## src/rtl/memtile_cfg_loader.sv

```systemverilog
// Config-bus initiator for a LakeTop memtile: streams (addr,data) words into the
// tile's config port, optionally reads each back and compares, then flushes and enables.
module memtile_cfg_loader #(
    parameter int ADDR_W       = 8,
    parameter int DATA_W       = 32,
    parameter int VERIFY       = 1,
    parameter int RD_LAT       = 1,
    parameter int FLUSH_CYCLES = 2
) (
    input  logic              clk,
    input  logic              rst_n,
    input  logic              cfg_valid,
    output logic              cfg_ready,
    input  logic [ADDR_W-1:0] cfg_addr,
    input  logic [DATA_W-1:0] cfg_data,
    input  logic              cfg_last,
    input  logic              restart,
    output logic              config_en,
    output logic              config_write,
    output logic              config_read,
    output logic [ADDR_W-1:0] config_addr_in,
    output logic [DATA_W-1:0] config_data_in,
    input  logic [DATA_W-1:0] config_data_out,
    output logic              flush,
    output logic              tile_en,
    output logic              done,
    output logic              error,
    output logic [ADDR_W-1:0] err_addr
);

    localparam logic [2:0] S_IDLE  = 3'd0;
    localparam logic [2:0] S_WRITE = 3'd1;
    localparam logic [2:0] S_READ  = 3'd2;
    localparam logic [2:0] S_WAIT  = 3'd3;
    localparam logic [2:0] S_CHECK = 3'd4;
    localparam logic [2:0] S_FLUSH = 3'd5;
    localparam logic [2:0] S_DONE  = 3'd6;

    localparam int WAIT_W = (RD_LAT > 1) ? $clog2(RD_LAT) : 1;
    localparam int FL_W   = (FLUSH_CYCLES > 1) ? $clog2(FLUSH_CYCLES) : 1;
    localparam logic [WAIT_W-1:0] WAIT_LAST = WAIT_W'((RD_LAT > 1) ? (RD_LAT - 2) : 0);
    localparam logic [FL_W-1:0]   FL_LAST   = FL_W'(FLUSH_CYCLES - 1);

    logic [2:0]        state_q, state_d;
    logic [ADDR_W-1:0] addr_q, addr_d;
    logic [DATA_W-1:0] data_q, data_d;
    logic              last_q, last_d;
    logic [WAIT_W-1:0] wait_cnt_q, wait_cnt_d;
    logic [FL_W-1:0]   flush_cnt_q, flush_cnt_d;
    logic              error_q, error_d;
    logic [ADDR_W-1:0] err_addr_q, err_addr_d;

    logic              config_en_q, config_write_q, config_read_q;
    logic [ADDR_W-1:0] config_addr_q;
    logic [DATA_W-1:0] config_wdata_q;
    logic              flush_q, done_q, tile_en_q;

    always_comb begin
        state_d     = state_q;
        addr_d      = addr_q;
        data_d      = data_q;
        last_d      = last_q;
        wait_cnt_d  = wait_cnt_q;
        flush_cnt_d = flush_cnt_q;
        error_d     = error_q;
        err_addr_d  = err_addr_q;
        case (state_q)
            S_IDLE: begin
                if (cfg_valid) begin
                    addr_d  = cfg_addr;
                    data_d  = cfg_data;
                    last_d  = cfg_last;
                    state_d = S_WRITE;
                end
            end
            S_WRITE: begin
                if (VERIFY != 0) begin
                    state_d = S_READ;
                end else if (last_q) begin
                    state_d     = S_FLUSH;
                    flush_cnt_d = '0;
                end else begin
                    state_d = S_IDLE;
                end
            end
            S_READ: begin
                wait_cnt_d = '0;
                state_d    = (RD_LAT > 1) ? S_WAIT : S_CHECK;
            end
            S_WAIT: begin
                if (wait_cnt_q == WAIT_LAST) begin
                    state_d = S_CHECK;
                end else begin
                    wait_cnt_d = wait_cnt_q + 1'b1;
                end
            end
            S_CHECK: begin
                // A mismatch is recorded but never aborts the program; first address wins.
                if (config_data_out != data_q) begin
                    error_d = 1'b1;
                    if (!error_q) begin
                        err_addr_d = addr_q;
                    end
                end
                if (last_q) begin
                    state_d     = S_FLUSH;
                    flush_cnt_d = '0;
                end else begin
                    state_d = S_IDLE;
                end
            end
            S_FLUSH: begin
                if (flush_cnt_q == FL_LAST) begin
                    state_d = S_DONE;
                end else begin
                    flush_cnt_d = flush_cnt_q + 1'b1;
                end
            end
            S_DONE: begin
                if (restart) begin
                    state_d    = S_IDLE;
                    error_d    = 1'b0;
                    err_addr_d = '0;
                end
            end
            default: state_d = S_IDLE;
        endcase
    end

    always_ff @(posedge clk or negedge rst_n) begin
        if (!rst_n) begin
            state_q     <= S_IDLE;
            addr_q      <= '0;
            data_q      <= '0;
            last_q      <= 1'b0;
            wait_cnt_q  <= '0;
            flush_cnt_q <= '0;
            error_q     <= 1'b0;
            err_addr_q  <= '0;
        end else begin
            state_q     <= state_d;
            addr_q      <= addr_d;
            data_q      <= data_d;
            last_q      <= last_d;
            wait_cnt_q  <= wait_cnt_d;
            flush_cnt_q <= flush_cnt_d;
            error_q     <= error_d;
            err_addr_q  <= err_addr_d;
        end
    end

    // Bus outputs are registered from the next state so they line up with the state they belong to.
    always_ff @(posedge clk or negedge rst_n) begin
        if (!rst_n) begin
            config_en_q    <= 1'b0;
            config_write_q <= 1'b0;
            config_read_q  <= 1'b0;
            config_addr_q  <= '0;
            config_wdata_q <= '0;
            flush_q        <= 1'b0;
            done_q         <= 1'b0;
            tile_en_q      <= 1'b0;
        end else begin
            config_en_q    <= (state_d == S_WRITE) || (state_d == S_READ);
            config_write_q <= (state_d == S_WRITE);
            config_read_q  <= (state_d == S_READ);
            config_addr_q  <= ((state_d == S_WRITE) || (state_d == S_READ)) ? addr_d : '0;
            config_wdata_q <= (state_d == S_WRITE) ? data_d : '0;
            flush_q        <= (state_d == S_FLUSH);
            done_q         <= (state_d == S_DONE);
            tile_en_q      <= (state_d == S_DONE);
        end
    end

    assign cfg_ready      = (state_q == S_IDLE);
    assign config_en      = config_en_q;
    assign config_write   = config_write_q;
    assign config_read    = config_read_q;
    assign config_addr_in = config_addr_q;
    assign config_data_in = config_wdata_q;
    assign flush          = flush_q;
    assign done           = done_q;
    assign tile_en        = tile_en_q;
    assign error          = error_q;
    assign err_addr       = err_addr_q;

endmodule
```

## config.mk

```make
export PLATFORM = sky130hd
export DESIGN_NAME = memtile_cfg_loader
export DESIGN_NICKNAME = d
export VERILOG_FILES = /design/src/rtl/memtile_cfg_loader.sv
export SDC_FILE = /design/constraint.sdc
export NUM_CORES = 1
export LEC_CHECK = 0
export ABC_CLOCK_PERIOD_IN_PS = 4300
export CORE_MARGIN = 10
export CORE_UTILIZATION = 45
export CTS_CLUSTER_DIAMETER = 30
export CTS_CLUSTER_SIZE = 16
export DETAILED_ROUTE_END_ITERATION = 7
export GPL_TIMING_DRIVEN = 0
export PLACE_DENSITY = 0.89
export REMOVE_ABC_BUFFERS = 1
export SYNTH_ARGS = -nofsm -noshare
export SYNTH_HDL_FRONTEND = slang
export SYNTH_SLANG_ARGS = --single-unit
```

## constraint.sdc

```tcl
create_clock -name clk -period 4.3 [get_ports clk]
set_input_delay 0.43 -clock clk [delete_from_list [all_inputs] [get_ports clk]]
set_output_delay 0.43 -clock clk [all_outputs]
set_load 0.02 [all_outputs]
```

# ---- After elaboration in Yosys (flattened, before gate mapping)
# Cells that the tools add are included.
# W data, S select, Z words.
dict set report classes {
  addsub 2
  eq_ne 15
  muxes 24
  reduce_logical 9
}
# op count
set ops {}
lappend ops {{$mux W32} 3}
lappend ops {{$mux W8} 6}
lappend ops {{$ne A32 B32 Y1} 1}
lappend ops {{$pmux W3 S7} 1}
lappend ops {{$pmux W8 S2} 1}
lappend ops {{$eq A3 B3 Y1 const B} 5}
lappend ops {{$mux W3} 5}
lappend ops {{$eq A3 B2 Y1 const B} 3}
lappend ops {{$ne A2 B2 Y1 const B} 4}
lappend ops {{$eq A3 B1 Y1 const B} 2}
lappend ops {{$pmux W1 S2} 3}
lappend ops {{$reduce_bool A2 Y1} 3}
lappend ops {{$mux W1} 5}
lappend ops {{$reduce_and A2 Y1} 2}
lappend ops {{$reduce_and A4 Y1} 1}
lappend ops {{$logic_not A3 Y1} 1}
lappend ops {{$reduce_and A3 Y1} 1}
lappend ops {{$add A1 B1 Y1 const B} 2}
lappend ops {{$logic_or A1 B1 Y1} 1}
dict set report word_totals {
  reg_bits 100
  inputBits 77
  output_inout_bits 56
}

# ---- Depth between registers and ports, before layout
# Gate-level depths: netlist of run 1.
dict set report logic_depth {
  depth_word 5
  depth_mapped 7
  depth_no_buf 5
}

# ---- Worst setup path before layout of run 1
# OpenSTA, ideal clock, no wires.
dict set report synth_path {
  path_kind {input-to-reg}
  start {input port config_data_out[29]}
  end {register err_addr_q[0] (netlist: err_addr[0])}
  setup_time_ps 127
  arrival_time_ps 1342
  required_ps 4173
  path_slack_ps 2831
  cell_stages 5
  path_buffers 0
  path_cell_list {xor2_1 nor4_2 nand4_2 o21ai_1 nand3_1}
}
dict set report synth_via {
  elab_chain_cells 3
}
# element line_no
set synth_rtl {}
lappend synth_rtl {{start: declaration} 23} ;# input logic [DATA_W-1:0] config_data_out,
lappend synth_rtl {{$ne A32 B32 Y1} 99} ;# if (config_data_out != data_q) begin
lappend synth_rtl {{$ne A2 B2 Y1 (no line)} --}
lappend synth_rtl {{$reduce_and A4 Y1 (no line)} --}
lappend synth_rtl {{end signal: assignment} 148} ;# err_addr_q <= err_addr_d;
lappend synth_rtl {{end: declaration} 51} ;# logic [ADDR_W-1:0] err_addr_q, err_addr_d;
# No other way between the ends.
# A chain may end at the register's enable or synchronous reset.

# ---- Final worst setup path of run 1
dict set report layout_path {
  start {register state_q[0]}
  end {register config_addr_q[5] (netlist: config_addr_in[5])}
}
dict set report layout_via {
  elab_chain_cells 5
  elab_cells_between_ends 17
}
# element line_no
set layout_rtl {}
lappend layout_rtl {{start: declaration} 44} ;# logic [2:0] state_q, state_d;
lappend layout_rtl {{start signal: assignment} 141} ;# state_q <= state_d;
lappend layout_rtl {{$eq A3 B3 Y1 (tied with other cells)} 67} ;# case (state_q)
lappend layout_rtl {{$pmux W3 S7} 67}
lappend layout_rtl {{$eq A3 B1 Y1 or $eq A3 B2 Y1 (tied branches)} 167} ;# config_addr_q <= ((state_d == S_WRITE) || (state_d == S_READ)) ? addr_d : '0;
lappend layout_rtl {{$logic_or A1 B1 Y1} 167}
lappend layout_rtl {{$mux W8 *} 167}
lappend layout_rtl {{end signal: assignment} 167}
lappend layout_rtl {{end: declaration} 54} ;# logic [ADDR_W-1:0] config_addr_q;
# Mark *: on every way between the ends. The rest lies on a longest branch, timed or not.

==> results.md, run 1 <==
- Status: finished, final reports clean
- Antenna violations before repair: 0
- Cts hold-fix bufs: 0
- Unrepaired setup endpoints after global routing: no
- Synthesized area: 3990 um2
- Flop pwr share: 42.5%
- CP required: 4.59 ns
- CTS clk-pin slew, worst paths: 0.10 ns
- Sw frac: 35.9%
- Post-Synth Adder-Cell Area: 0%
- Rows: 34
- Sequential area share after synthesis: 62.1%
- RR Startpoint: state_q[0]
- Dpl ws: 1.05 ns
- Crit-path slowest cell: nor3_4
- Number of synthesized register bits: 99
- Final setup viols: 0
- WL final: 10,200 um
- Commonest non-fill, non-tap cells in the layout: 131 x clkdlybuf4s50_1, 99 x dfrtp_1, 39 x nand2_1, 33 x a21o_1
- Critical Path AT: 3.39 ns
- Fill count: 687
- Max Buffers Root-to-Sink: 2
- CTS Sinks: 99
- Port Buffers: 132
- Clock Latency Late Sink: 0.36 ns
- Clock group share of total power: 19.0%
- First-pass GRT wire length: 16,500 um
- Wirelength per Cell: 17.9 um
- Min Tclk post-route: 3.10 ns
- Warning count from the yosys run: 0
- Non-filler cells, final: 571
- Post-Synthesis Cells: 331
- CTS tree: built
- NetSw: 1.26 mW
- GRT Total Usage: 16.0%
- Vias in the first global route: 3,195
- Mux cell area share after synthesis: 0.251%
- I/O pins: 133
- Die area: 13,000 um2
- Met2 capacity usage during global routing: 26.2%
- Vias per inst: 5.22
- Core area: 8680 um2
- Gp weighted congestion: 0.768
- Vias post-DR: 2,982
- VDD IR-drop max: 0.000292 V
- Post-CTS resize count: 0
- Worst-path maximum fanout: 41
- Max Cap Violations: 0
- Measured slew at the worst slew-check pin: 1.16 ns
- Share of cells above drive strength 1: 7.13%
- CTS Buf Count: 9
- Die Wd: 114 um
- CP Launch Point: state_q[0]
- Crit Path Category: reg2reg
- Relative slew slack: 22.7%
- Final #Nets: 535
- Starting density of the core: 45.9%
- Synth Area in Compound Gates: 9.70%
- Fin. Hold Viols: 0
- DRT Pass-1 Iters: 4
- Die H: 114 um
- Simple-Gate Fraction of Synth Area: 18.1%
- Final ANT Viol Nets: 0
- Leakage power: 2.79 nW
- Total negative slack: 0 ns
- DRC viols: 0
- Detailed Route Iter0 Violations: 87
- Largest net degree at the start of global routing: 56
- Worst path max stage delay: 0.97 ns
- CP Capture Type: flop
- Diode count: 0
- Synthesized area per cell: 12.0 um2
- Post-CTS setup buffer count: 0
- CTS root buf: clkbuf_8
- Commonest non-fill, non-tap cell in the layout: clkdlybuf4s50_1
- DP Wirelength: 7660 um
- Max-slew violations: 0
- Cell Pwr Density: 626 nW/um2
- Final Util: 64.6%
- Highest clock rate: 323 MHz
- H-tree levels: 3
- Largest family of logic cells by synthesized area: simple AND/OR/NAND/NOR gates
- Post-Synth XOR/XNOR Area: 7.03%
- Grt total ovfl: 0
- Setup ws final: 1.20 ns
- Final Skew: 0.0114 ns
- Final period util: 72.1%
- Met1 Use GR: 18.0%
- CP cell instances: nor3_4 > nand2_2 > inv_2 > nor2_2 > a21oi_1
- Netlist cell types: 35
- Int Pwr: 2.25 mW
- Crit start category: flop
- Placed Instances: 555
- Top Usage Layer GRT: met2
- Worst Hold Class: in2async
- GR Util met3: 7.23%
- Synthesis-to-layout area growth: 40.6%
- Combinational share of power: 38.5%
[registers in the layout, indices dropped and copies added, names as in the netlist]
register,flops
flush,1
err_addr,8
flush_cnt_q,1
config_write,1
config_en,1
config_data_in,32
config_addr_in,8
state_q,3
tile_en,1
addr_q,8
error,1
config_read,1
last_q,1
data_q,32
[path summary, 6_finish.rpt]
kind	to	slack (ns)	cells past startpoint
worst max-delay path	config_addr_in[5]	1.20	5
worst min-delay path	config_data_in[31]	0.06	1
worst max register to register	config_addr_in[5]	1.20	5
worst min register to register	data_q[15]	0.50	1
max in group asynchronous	config_data_in[9]	3.57	2
min in group clk	data_q[15]	0.50	1
[metrics by stage]
stage          instance area, um2  hold WS (ns)  power [mW]
2_1_floorplan                3890         0.134        2.26
3_3_place_gp                 5350         0.478        2.82
3_5_place_dp                 5380         0.469        2.89
4_1_cts                      5600        0.0729        3.55
5_1_grt                      5600        0.0828        3.74
6_report                     5600        0.0569        3.51
[critical path: cells and delay by family (launching register included)]
kind / cells / cell delay [ns]
simple gates: 3 / 1.89
compound gates: 1 / 0.15
buf+inv: 1 / 0.44
flops: 1 / 0.51
[layer usage]
metal  up-vias  wire length, um
met5         -                0
met4         0              192
met3        16             1000
met2       106             5140
met1      1464             3890
li1       1396                -
[Yosys cell counts (all sizes together)]
| library cell | n | area (um2) |
|---|---|---|
| mux2i | 1 | 10.0 |
| nor4 | 8 | 100 |
| nor3 | 2 | 21.3 |
| nor3b | 8 | 60.1 |
| nand4 | 10 | 75.1 |
| nand3 | 8 | 40.0 |
| nor2 | 3 | 13.8 |
| dfrtp | 99 | 2480 |
| and4 | 2 | 17.5 |
| a21o | 33 | 248 |
| a2bb2oi | 1 | 8.76 |
| o21ai | 12 | 60.1 |
| nand2 | 40 | 150 |
| inv | 4 | 15.0 |
| and3 | 32 | 200 |
| xor2 | 32 | 280 |
| a21boi | 1 | 7.51 |
| clkbuf | 8 | 30.0 |
| buf | 9 | 63.8 |
| a31oi | 1 | 6.26 |
| or2 | 1 | 6.26 |
| nor2b | 3 | 18.8 |
| and2 | 2 | 12.5 |
| o211ai | 1 | 7.51 |
| and2b | 1 | 7.51 |
| a21oi | 8 | 40.0 |
| o32ai | 1 | 8.76 |
[power groups by stage]
stage	Sequential, mW	Clock (mW)	Combinational (mW)
floorplan	1.65	0	0.601
global placement	1.49	0	1.33
detailed placement	1.52	0	1.37
CTS	1.49	0.679	1.38
global route	1.53	0.723	1.49
finish	1.49	0.666	1.35
[area by class of cell]
| class | instances | area (um2) | area share (%) |
|---|---|---|---|
| sequential | 99 | 2480 | 44.2 |
| clock inverter | 5 | 85.1 | 1.52 |
| multi-input combinational | 211 | 1400 | 25.0 |
| clock buffer | 11 | 141 | 2.52 |
| tap | 108 | 135 | 2.41 |
| timing repair buffer | 133 | 1350 | 24.0 |
| inverter | 4 | 15.0 | 0.268 |
[cells by family after synthesis]
| logic type | after synthesis |
|---|---|
| muxes | 1 |
| buffers and inverters | 21 |
| xor gates and xnor gates | 32 |
| DFF | 99 |
| AOI/OAI and AO/OA | 58 |
| and+or+nand+nor | 120 |
Power figures use the tool's default switching activity.
==> inputs of run 2 (changes only) <==
--- a/config.mk
+++ b/config.mk
@@ -5,7 +5,7 @@
 export SDC_FILE = /design/constraint.sdc
 export NUM_CORES = 1
 export LEC_CHECK = 0
-export ABC_CLOCK_PERIOD_IN_PS = 4300
+export ABC_CLOCK_PERIOD_IN_PS = 3000
 export CORE_MARGIN = 10
 export CORE_UTILIZATION = 45
 export CTS_CLUSTER_DIAMETER = 30
==> constraint.sdc (replaced) <==
create_clock -name clk -period 3 [get_ports clk]
set_input_delay 0.3 -clock clk [delete_from_list [all_inputs] [get_ports clk]]
set_output_delay 0.3 -clock clk [all_outputs]
set_load 0.02 [all_outputs]
==> run 2 against run 1 <==
Effect of this change:
- clock power increased by 43%
- final area increased by 0.45%
- sequential share of layout area decreased by 0.20 points
- combinational power increased by 47%
- setup slack got worse by 0.95 ns
- register-to-register slack got worse by 0.75 ns
- total power increased by 45%
- sequential power increased by 45%
==> results.md, run 2 (synthesis gave the netlist of run 1 again) <==
- Status: finished, final reports clean
- Total negative slack: 0 ns
- Vias post-DR: 3,020
- Wirelength per Cell: 18.6 um
- Max Buffers Root-to-Sink: 2
- Combinational share of power: 38.8%
- Gp weighted congestion: 0.768
- CTS Sinks: 99
- Met3 wire len: 962 um
- VDD IR-drop max: 0.000419 V
- DRT Pass-1 Iters: 4
- Synthesis-to-layout area growth: 41.2%
- Grt total ovfl: 0
- Dpl ws: -0.161 ns
- I/O pins: 133
- Worst path max stage delay: 0.77 ns
- Setup ws final: 0.248 ns
- First-pass GRT wire length: 17,100 um
- Final setup viols: 0
- Flop pwr share: 42.4%
- Unrepaired setup endpoints after global routing: no
- Clock Latency Late Sink: 0.36 ns
- Final ANT Viol Nets: 0
- Sequential Area: 2480 um2
- WL met2: 5320 um
- Multi-input combinational cell area: 1420 um2
- Worst-path maximum fanout: 17
- Max Cap Violations: 0
- Die H: 114 um
- Top Layer Used: met4
- Vias per inst: 5.27
- Core area: 8680 um2
- Clock group share of total power: 18.8%
- Final #Nets: 537
- Share of cells above drive strength 1: 7.31%
- CP required: 2.70 ns
- NetSw: 1.86 mW
- Vias in the first global route: 3,263
- H-tree levels: 3
- Highest clock rate: 363 MHz
- Top delay family on crit path: simple AND/OR/NAND/NOR gates
- CP cell instances: nor3_4 > clkdlybuf4s50_1
- Met1 wire length: 4150 um
- Antenna violations before repair: 0
- Starting density of the core: 45.9%
- Buffer and inverter count on the worst path: 1
- Relative slew slack: 20.3%
- Fin. Hold Viols: 0
- GRT Total Usage: 16.6%
- Sw frac: 36.5%
- CTS root buf: clkbuf_8
- Int Pwr: 3.23 mW
- Crit-path slowest cell: nor3_4
- DRC viols: 0
- Leakage power: 2.80 nW
- Max-slew violations: 0
- Die Wd: 114 um
- Worst Hold Class: in2async
- DP Wirelength: 7660 um
- Port Buffers: 132
- Final Skew: 0.0110 ns
- Final period util: 91.7%
- CP Capture Type: primary output
- CTS tree: built
- Rows: 34
- Min Tclk post-route: 2.75 ns
- Crit Path Category: reg2out
- WL final: 10,600 um
- CTS clk-pin slew, worst paths: 0.10 ns
- Diode count: 0
- Measured slew at the worst slew-check pin: 1.19 ns
- Fill count: 685
- Detailed Route Iter0 Violations: 97
- Commonest non-fill, non-tap cells in the layout: 131 x clkdlybuf4s50_1, 99 x dfrtp_1, 39 x nand2_1, 33 x a21o_1
- Cell Pwr Density: 904 nW/um2
- Commonest non-fill, non-tap cell in the layout: clkdlybuf4s50_1
- Critical Path AT: 2.45 ns
- Crit start category: flop
- Die area: 13,000 um2
- Largest net degree at the start of global routing: 56
- CTS Buf Count: 9
- Post-CTS setup buffer count: 0
==> run 2: changes by cell type in the layout (fill, tap and decap cells not counted), sizes merged <==
cell,change
nor3,+1
dlygate4sd3,+1
==> run 2: worst paths after layout <==
| path | start | end | slack (ns) | depth (start not counted) |
|---|---|---|---|---|
| setup / recovery | state_q[0] | cfg_ready | 0.25 | 2 |
| hold / removal | rst_n | config_data_in[31] | 0.48 | 2 |
| setup reg to reg | state_q[0] | config_addr_in[5] | 0.45 | 5 |
| hold reg to reg | data_q[15] | data_q[15] | 0.50 | 1 |
| max in group asynchronous | rst_n | addr_q[2] | 1.85 | 3 |
| min in group clk | cfg_last | last_q | 0.48 | 3 |
==> run 2: what timing repair did <==
| item | in CTS | in global routing |
|---|---|---|
| hold buffers | 1 | 0 |
| gates resized for setup | 0 | 1 |
| cloned | 1 | 0 |
| hold endpoints to repair | 44 | 0 |
| endpoints found under the setup margin | 20 | 6 |
| pin swaps | 1 | 0 |
==> run 2: cell type report <==
type,instances,share of cell area [%]
Sequential cell,99,44.0
Multi-Input combinational cell,212,25.2
Timing Repair Buffer,134,24.1
Clock buffer,11,2.51
Tap cell,108,2.40
Clock inverter,5,1.51
Inverter,4,0.267
==> run 2: power groups by stage <==
stage               clock, mW  sequential (mW)  combinational [mW]
floorplan                   0             2.37               0.862
global placement            0             2.14                1.90
detailed placement          0             2.17                1.96
CTS                     0.973             2.16                2.00
global route             1.04             2.22                2.16
finish                  0.955             2.16                1.98
==> run 2: per-stage QoR <==
stage          cell area, um2  hold slack, ns  power (mW)  utilization [%]  instances
2_1_floorplan            3890         0.00441        3.23                -        314
3_5_place_dp             5380           0.339        4.14             62.0        555
5_1_grt                  5630           0.485        5.41             64.9        573
3_3_place_gp             5350           0.478        4.04             61.6        554
6_report                 5630           0.476        5.09             64.9        573
4_1_cts                  5620           0.470        5.13             64.8        573
==> run 2: per-layer routing <==
layer / vias to the layer above / GRT usage, %
met3: 17 / 7.08
li1: 1402 / -
met4: 0 / 5.76
met2: 101 / 27.4
met5: - / 0
met1: 1500 / 18.8
==> inputs of run 3 (changes only) <==
--- a/config.mk
+++ b/config.mk
@@ -5,7 +5,6 @@
 export SDC_FILE = /design/constraint.sdc
 export NUM_CORES = 1
 export LEC_CHECK = 0
-export ABC_CLOCK_PERIOD_IN_PS = 3000
 export CORE_MARGIN = 10
 export CORE_UTILIZATION = 45
 export CTS_CLUSTER_DIAMETER = 30
==> results of run 3 <==
Same layout as run 2: the final DEF is identical, and so are final timing and power.
